==> src/rtl/hamming_encoder_stream.sv <==
// Streaming (12,8) Hamming encoder: a 2-entry codeword FIFO with valid/ready handshakes,
// a one-shot single-bit fault injector and a saturating output-transfer counter.
module hamming_encoder_stream #(
  parameter int CNT_W = 16
) (
  input  logic             sys_clk,
  input  logic             rst,
  input  logic             in_valid,
  output logic             in_ready,
  input  logic [7:0]       in_data,
  output logic             out_valid,
  input  logic             out_ready,
  output logic [11:0]      out_code,
  input  logic             inj_arm,
  input  logic [3:0]       inj_pos,
  output logic             inj_busy,
  output logic [CNT_W-1:0] word_cnt
);

  typedef enum logic {IDLE, ARMED} inj_state_t;

  function automatic logic [11:0] encode(input logic [7:0] d);
    logic [3:0] p;
    p[0] = d[0] ^ d[1] ^ d[3] ^ d[4] ^ d[6];
    p[1] = d[0] ^ d[2] ^ d[3] ^ d[5] ^ d[6];
    p[2] = d[1] ^ d[2] ^ d[3] ^ d[7];
    p[3] = d[4] ^ d[5] ^ d[6] ^ d[7];
    return {d, p};
  endfunction

  inj_state_t  inj_state;
  logic [3:0]  pos_q;
  logic [1:0]  occ, occ_nxt;
  logic [11:0] tail_q;
  logic [11:0] flip_mask, wcode;
  logic        push, pop;

  assign push      = in_valid & in_ready;
  assign pop       = out_valid & out_ready;
  assign flip_mask = (inj_state == ARMED) ? (12'd1 << pos_q) : 12'd0;
  assign wcode     = encode(in_data) ^ flip_mask;
  assign inj_busy  = (inj_state == ARMED);

  // push only happens below occupancy 2 and pop only above 0, so this never wraps
  always_comb begin
    occ_nxt = occ + {1'b0, push} - {1'b0, pop};
  end

  // out_code is the head register; tail_q only holds the second entry
  always_ff @(posedge sys_clk or posedge rst) begin
    if (rst) begin
      occ       <= 2'd0;
      out_code  <= 12'h000;
      tail_q    <= 12'h000;
      out_valid <= 1'b0;
      in_ready  <= 1'b0;
    end else begin
      case (occ)
        2'd0: begin
          if (push) out_code <= wcode;
        end
        2'd1: begin
          if (push && pop) out_code <= wcode;
          else if (push)   tail_q   <= wcode;
        end
        default: begin
          if (pop) out_code <= tail_q;
        end
      endcase
      occ       <= occ_nxt;
      out_valid <= (occ_nxt != 2'd0);
      in_ready  <= (occ_nxt < 2'd2);
    end
  end

  // arming is only honoured from IDLE, so a coincident push in IDLE stays clean
  always_ff @(posedge sys_clk or posedge rst) begin
    if (rst) begin
      inj_state <= IDLE;
      pos_q     <= 4'd0;
    end else begin
      case (inj_state)
        IDLE: begin
          if (inj_arm && (inj_pos <= 4'd11)) begin
            inj_state <= ARMED;
            pos_q     <= inj_pos;
          end
        end
        default: begin
          if (push) inj_state <= IDLE;
        end
      endcase
    end
  end

  always_ff @(posedge sys_clk or posedge rst) begin
    if (rst)                       word_cnt <= '0;
    else if (pop && (~word_cnt != '0)) word_cnt <= word_cnt + 1'b1;
  end

endmodule

==> config.mk <==
export PLATFORM = sky130hd
export DESIGN_NAME = hamming_encoder_stream
export DESIGN_NICKNAME = d
export VERILOG_FILES = /design/src/rtl/hamming_encoder_stream.sv
export SDC_FILE = /design/constraint.sdc
export NUM_CORES = 1
export LEC_CHECK = 0
export CORE_MARGIN = 2
export CORE_UTILIZATION = 55
export DETAILED_ROUTE_END_ITERATION = 10
export GPL_ROUTABILITY_DRIVEN = 0
export PLACE_DENSITY = 0.94
export SLEW_MARGIN = 25
export SYNTH_ARGS = -nofsm -noshare
export SYNTH_HDL_FRONTEND = slang
export SYNTH_SLANG_ARGS = --single-unit
==> constraint.sdc <==
create_clock -name sys_clk -period 3.15 [get_ports sys_clk]
set_clock_uncertainty 0.2 [all_clocks]
set_input_delay 0.315 -clock sys_clk [delete_from_list [all_inputs] [get_ports sys_clk]]
set_output_delay 0.315 -clock sys_clk [all_outputs]
set_load 0.05 [all_outputs]
==> results by group, run 1 <==
STA
  – Max-slew headroom: 44.9%
  – Period minus WS final: 2350 ps
  – Final Hold Viols: 0
  – Final setup viols: 0
  – TNS Setup: 0 ps
  – F_max: 0.425 GHz
  – Least-Margin Pin Slew: 826 ps
  – RSZ-0062 raised after global routing: no
  – Fin crit share: 74.7%
  – Fin. max-slew vios: 0

Synthesis
  – Avg Cell Area, Syn: 11.0 sq um
  – Top cells by area, synth: dfrtp_1 50%, xnor2_1 9.2%, mux2_2 5.9%
  – Synth Register Bits: 49
  – Syn_nets: 246
  – Share of the synthesized area in the top cell type: 49.6%
  – Distinct cell type count after synthesis: 35
  – Post-synthesis sequential area ratio: 49.6%
  – Post-synth top area cell: dfrtp_1
  – Ys Warns: 0
  – Synthesized area: 2470 sq um
  – Cells after synthesis: 224

Critical path
  – CP Max Fanout: 16
  – Critical path class: register to register
  – Crit start category: register
  – Critical Path RT: 3130 ps
  – CP Capture Type: register
  – WP data arrival: 2330 ps

Floorplanning
  – Chip height: 71.0 um
  – Chip width: 71.0 um
  – Io pins: 48
  – Num rows: 24
  – Initial Util: 56.7%
  – Core area: 4350 sq um
  – Die area: 5040 sq um

GRT
  – Largest net degree at the start of global routing: 50
  – Remaining global-route overflow: 0
  – Initial antenna violation count: 0
  – Vias in the first global route: 1,758
  – GRT Overall Usage: 20.1%
  – First-pass GRT wire length: 8.02 mm

Final layout
  – Share of cells above drive strength 1: 11.7%
  – Design Area, Final: 3080 sq um
  – Final net count: 295
  – Antenna Cells: 0
  – Fin util: 70.6%
  – Area growth, synth to finish: 24.5%
  – Layout fillers: 329

CTS
  – Htree depth: 2
  – CTS tree: yes
  – Clock buffer depth: 2
  – Clock buffer count from CTS: 5
  – CTS-repair resized insts: 0
  – # hold bufs at CTS: 0
  – Clock Latency Late Sink: 290 ps
  – Clock root cell: clkbuf_8
  – Setup Buffers After CTS: 0
  – Clk pin slew, worst setup/hold paths: 90 ps
  – Clock sinks: 49

Power
  – Pwr Density: 961 nW/um^2
  – Overall Power: 2960 uW
  – Peak supply drop: 0.475 mV
  – Leakage: 0.00135 uW

Placement
  – Placed instance area: 2990 sq um
  – I/O Buffers: 47
  – HPWL Detailed: 3.47 mm

Detailed routing
  – Pre-antenna DRT Iters: 4
  – Post-DRT Antenna Nets: 0
  – Total Wirelength: 4.67 mm
  – DR vias: 1,769
  – Vias per cell: 5.44
  – Average wire per standard cell: 14.4 um
  – Drt drc: 0
  – Iteration-0 DRC count of the detailed router: 87

Status
  – Outcome: finished clean

Job
  – Max-Cap Viols: 0

Hold path
  – Min-delay worst type: input port to async pin
-- report_power, final --
group          internal [uW]  switching (uW)  leakage (uW)  total (uW)
clock                    174             189     0.0000443         363
combinational            583             908      0.000692        1490
sequential               880             221      0.000615        1100
-- layout make-up --
class	count	area, sq um	share of cell area [%]
repair buffers	48	478	15.5
well taps	52	65.1	2.12
inverters	7	27.5	0.895
flip-flops and latches	49	1230	39.9
clock buffers	7	86.3	2.81
multi-input cells	162	1190	38.8
-- flip-flops by register name, summed over array words and instances, names as in the netlist --
name / cells
word_cnt: 16
out_valid: 1
out_code: 12
occ: 2
pos_q: 4
inj_busy: 1
tail_q: 12
in_ready: 1
-- metal layers --
metal  vias to the layer above  routed length [um]  GRT usage [%]
met3                         5                 203           3.99
li1                        857                   -              -
met2                        51                2420           35.1
met1                       856                2000           25.8
met4                         0                  40           4.82
met5                         -                   0              0
-- worst paths after layout --
path,from,endpoint,slack (ps),cells after the start
worst max-delay path,occ[1]$_DFF_PP0_,tail_q[0]$_DFFE_PP0P_,800,3
worst min-delay path,rst,out_code[10]$_DFFE_PP0P_,290,2
worst max register to register,occ[1]$_DFF_PP0_,tail_q[0]$_DFFE_PP0P_,800,3
worst min register to register,tail_q[2]$_DFFE_PP0P_,tail_q[2]$_DFFE_PP0P_,290,2
max in group asynchronous,rst,tail_q[0]$_DFFE_PP0P_,1980,2
min in group sys_clk,tail_q[2]$_DFFE_PP0P_,tail_q[2]$_DFFE_PP0P_,290,2
-- worst max-delay path: stages, from the launching register on --
cell and delay [ps]:
dfrtp_1 460, inv_1 460, nand3_1 640, mux2_2 470
-- synthesized netlist by cell type --
cell type and count:
inv_1 7, nand2_1 23, xnor3_1 1, nor3b_1 1, mux2_2 13, nand2_4 1, nand2b_1 3, xor2_1 13
nor4_1 1, mux2i_1 8, and3_2 1, nand3b_1 1, buf_2 2, nor3b_2 1, dfrtp_1 49, or3b_1 1
o21ai_1 5, a2111oi_4 1, xnor2_1 26, a41oi_2 1, nand3_1 7, nor2_1 14, a21oi_1 2, ha_1 5
a211oi_1 2, nor3_1 4, or4b_4 1, nand4_1 6, and3_1 1, nor2_2 4, o21ai_0 11, clkbuf_1 3
a21o_1 3, and3_4 1, buf_1 1
-- layout by cell type (no fill, tap or decap), drive strengths merged --
cell type / n
dfrtp: 49
clkdlybuf4s50: 47
xnor2: 26
nand2: 24
nor2: 18
o21ai: 16
xor2: 13
mux2: 13
mux2i: 8
nand3: 7
clkbuf: 7
inv: 6
nand4: 6
ha: 5
nor3: 4
nand2b: 3
a21o: 3
and3: 3
a21oi: 2
a211oi: 2
nor3b: 2
or3b: 1
nand3b: 1
xnor3: 1
nor4: 1
a41oi: 1
or4b: 1
a2111oi: 1
clkinv: 1
buf: 1
-- kinds of logic after synthesis --
logic type / share of synthesized area, %
and+or+nand+nor: 14.9
AOI/OAI and AO/OA: 6.94
adders and majority gates: 2.53
xor gates and xnor gates: 14.7
muxes: 9.17
DFF: 49.6
buffers and inverters: 2.08
-- through the flow --
| step | hold slack (ps) | setup WS (ps) | instances |
|---|---|---|---|
| 2_1_floorplan | 250 | 865 | 224 |
| 3_3_place_gp | 263 | 722 | 318 |
| 3_5_place_dp | 272 | 676 | 318 |
| 4_1_cts | 292 | 775 | 325 |
| 5_1_grt | 314 | 641 | 325 |
| 6_report | 290 | 796 | 325 |
Note: power is estimated with default switching activity, not from simulation.
==> inputs of run 2 (changes only) <==
Settings changed: CORE_UTILIZATION 55 to 46, PLACE_DENSITY 0.94 to 0.85.
Clock period 3.15 ns to 2 ns, I/O delays scaled along.
==> results by group, run 2 (same netlist as run 1, synthesis figures left out) <==
Final layout
  – Commonest non-fill, non-tap cell in the layout: clkdlybuf4s50_1
  – Layout fillers: 438
  – Biggest regs: word_cnt: 16 flops, out_code: 12 flops, tail_q: 12 flops
  – Fin util: 64.7%
  – Biggest register: word_cnt
  – Design Area, Final: 3330 sq um
  – Max FFs per register: 16
  – Total area of sequential cells: 1240 sq um
  – Area growth, synth to finish: 34.7%
  – Commonest cells after routing, fill and taps aside: 43 x clkdlybuf4s50_1, 37 x dfrtp_1, 26 x xnor2_1, 22 x nand2_1, 21 x buf_4
  – Final net count: 313
  – Antenna Cells: 0
  – Multi-input gate area: 1230 sq um
  – Share of cells above drive strength 1: 24.0%

STA
  – Max-slew headroom: 65.2%
  – F_max: 0.512 GHz
  – RSZ-0062 raised after global routing: no
  – Final Hold Viols: 0
  – Fin crit share: 97.7%
  – Fin. max-slew vios: 0
  – Least-Margin Pin Slew: 521 ps
  – Final setup viols: 0
  – Post-route setup slack: 46.1 ps
  – Period minus WS final: 1950 ps

Critical path
  – Top Family by Delay on Critical Path: buffers and inverters
  – CP Capture Type: primary output
  – CP Buf/Inv Count: 1
  – R2R depth: 5
  – Slowest-stage cell, CP: clkdlybuf4s50_1
  – Critical path class: register to primary output
  – Crit path largest cell delay: 830 ps
  – Worst r2r dst: word_cnt[10]$_DFFE_PP0P_
  – R2R Path Start: word_cnt[0]$_DFFE_PP0P_
  – R2R Setup Slk: 110 ps
  – Worst-path cell chain: clkdlybuf4s50_1
  – WP data arrival: 1550 ps
  – CP Max Fanout: 5
  – Critical Path RT: 1600 ps
  – Crit start category: register

GRT
  – Initial antenna violation count: 0
  – Largest net degree at the start of global routing: 50
  – GRT Overall Usage: 18.0%
  – Vias in the first global route: 1,817
  – Remaining global-route overflow: 0
  – First-pass GRT wire length: 8.55 mm

Power
  – Pwr Density: 1510 nW/um^2
  – Clock power share: 14.6%
  – Psw: 2170 uW
  – Peak supply drop: 1.13 mV
  – Overall Power: 5030 uW
  – Sequential share of power: 34.8%
  – Proportion of power drawn by combinational gates: 50.6%
  – Switching power share of the total: 43.0%
  – Internal power: 2870 uW
  – Leakage: 0.00145 uW

CTS
  – CTS-repair resized insts: 0
  – Clock buffer count from CTS: 5
  – # hold bufs at CTS: 0
  – Clock sinks: 49
  – CTS tree: yes
  – Clock buffer depth: 2
  – Clk pin slew, worst setup/hold paths: 90 ps
  – Htree depth: 2
  – Clock Latency Late Sink: 310 ps
  – Setup Buffers After CTS: 0
  – Clock root cell: clkbuf_8

Floorplanning
  – Initial Util: 48.1%
  – Io pins: 48
  – Die area: 5970 sq um
  – Core area: 5140 sq um
  – Chip width: 77.3 um
  – Chip height: 77.3 um
  – Num rows: 26

Placement
  – HPWL Detailed: 3.70 mm
  – Placed instance area: 3210 sq um
  – I/O Buffers: 47
  – Pre-CTS setup slack: -101 ps

Detailed routing
  – Total Wirelength: 4.94 mm
  – Drt drc: 0
  – Average wire per standard cell: 13.6 um
  – DR vias: 1,845
  – Post-DRT Antenna Nets: 0
  – Vias per cell: 5.10
  – Iteration-0 DRC count of the detailed router: 43
  – Pre-antenna DRT Iters: 4

Hold path
  – Min-delay worst type: input port to async pin

Status
  – Outcome: finished clean

Job
  – Max-Cap Viols: 0
## run 2: changes by cell type in the layout (fill, tap and decap cells not counted), sizes merged
cell / previous run / this run
buf: 1 / 23
bufinv: 0 / 1
clkdlybuf4s50: 47 / 43
clkinv: 1 / 0
inv: 6 / 7
## run 2: cell type report
| cell class | instances | share of cell area (%) |
|---|---|---|
| sequential | 49 | 37.3 |
| multi-input combinational | 162 | 36.9 |
| timing repair buffer | 66 | 18.9 |
| tap | 70 | 2.63 |
| clock buffer | 7 | 2.59 |
| clock inverter | 1 | 0.903 |
| inverter | 7 | 0.790 |
## run 2: how the worst max path moves through the flow
stage	cells past startpoint	start	endpoint	slack (ps)
2_1_floorplan	4	inj_busy$_DFF_PP0_	tail_q[0]$_DFFE_PP0P_	10
3_3_place_gp	8	out_ready	out_valid$_DFF_PP0_	-70
3_5_place_dp	9	out_ready	out_code[2]$_DFFE_PP0P_	-100
4_1_cts	1	word_cnt[5]$_DFFE_PP0P_	word_cnt[5]	30
5_1_grt	8	in_ready$_DFF_PP0_	out_valid$_DFF_PP0_	3
6_report	1	word_cnt[13]$_DFFE_PP0P_	word_cnt[13]	50
## run 2: per-layer routing
| layer | share of wire [%] | track usage [%] |
|---|---|---|
| met1 | 45 | 22.1 |
| met2 | 51 | 30.5 |
| met3 | 2.2 | 2.82 |
| met4 | 2.5 | 8.93 |
| met5 | 0 | 0 |
## run 2: power by group through the flow
stage          clock network (uW)  logic, uW  registers [uW]
6_report                      736       2550            1750
5_1_grt                       778       2740            1820
4_1_cts                       750       2580            1750
3_5_place_dp                    0       2560            1770
3_3_place_gp                    0       2490            1740
2_1_floorplan                   0       1090            2370
## run 2: stage by stage
| stage | std cells | setup TNS (ps) | hold WS (ps) |
|---|---|---|---|
| after floorplan | 224 | 0 | 152 |
| after global placement | 354 | -250 | 262 |
| after detailed placement | 354 | -898 | 279 |
| after CTS | 362 | 0 | 50.0 |
| after global routing | 362 | 0 | 87.2 |
| final | 362 | 0 | 42.9 |
## run 2: worst register-to-register path, stage by stage (launching register included)
cell,delay [ps]
dfrtp_2,440
ha_4,150
and3_4,240
or4b_4,520
nor2_2,120
xor2_1,150
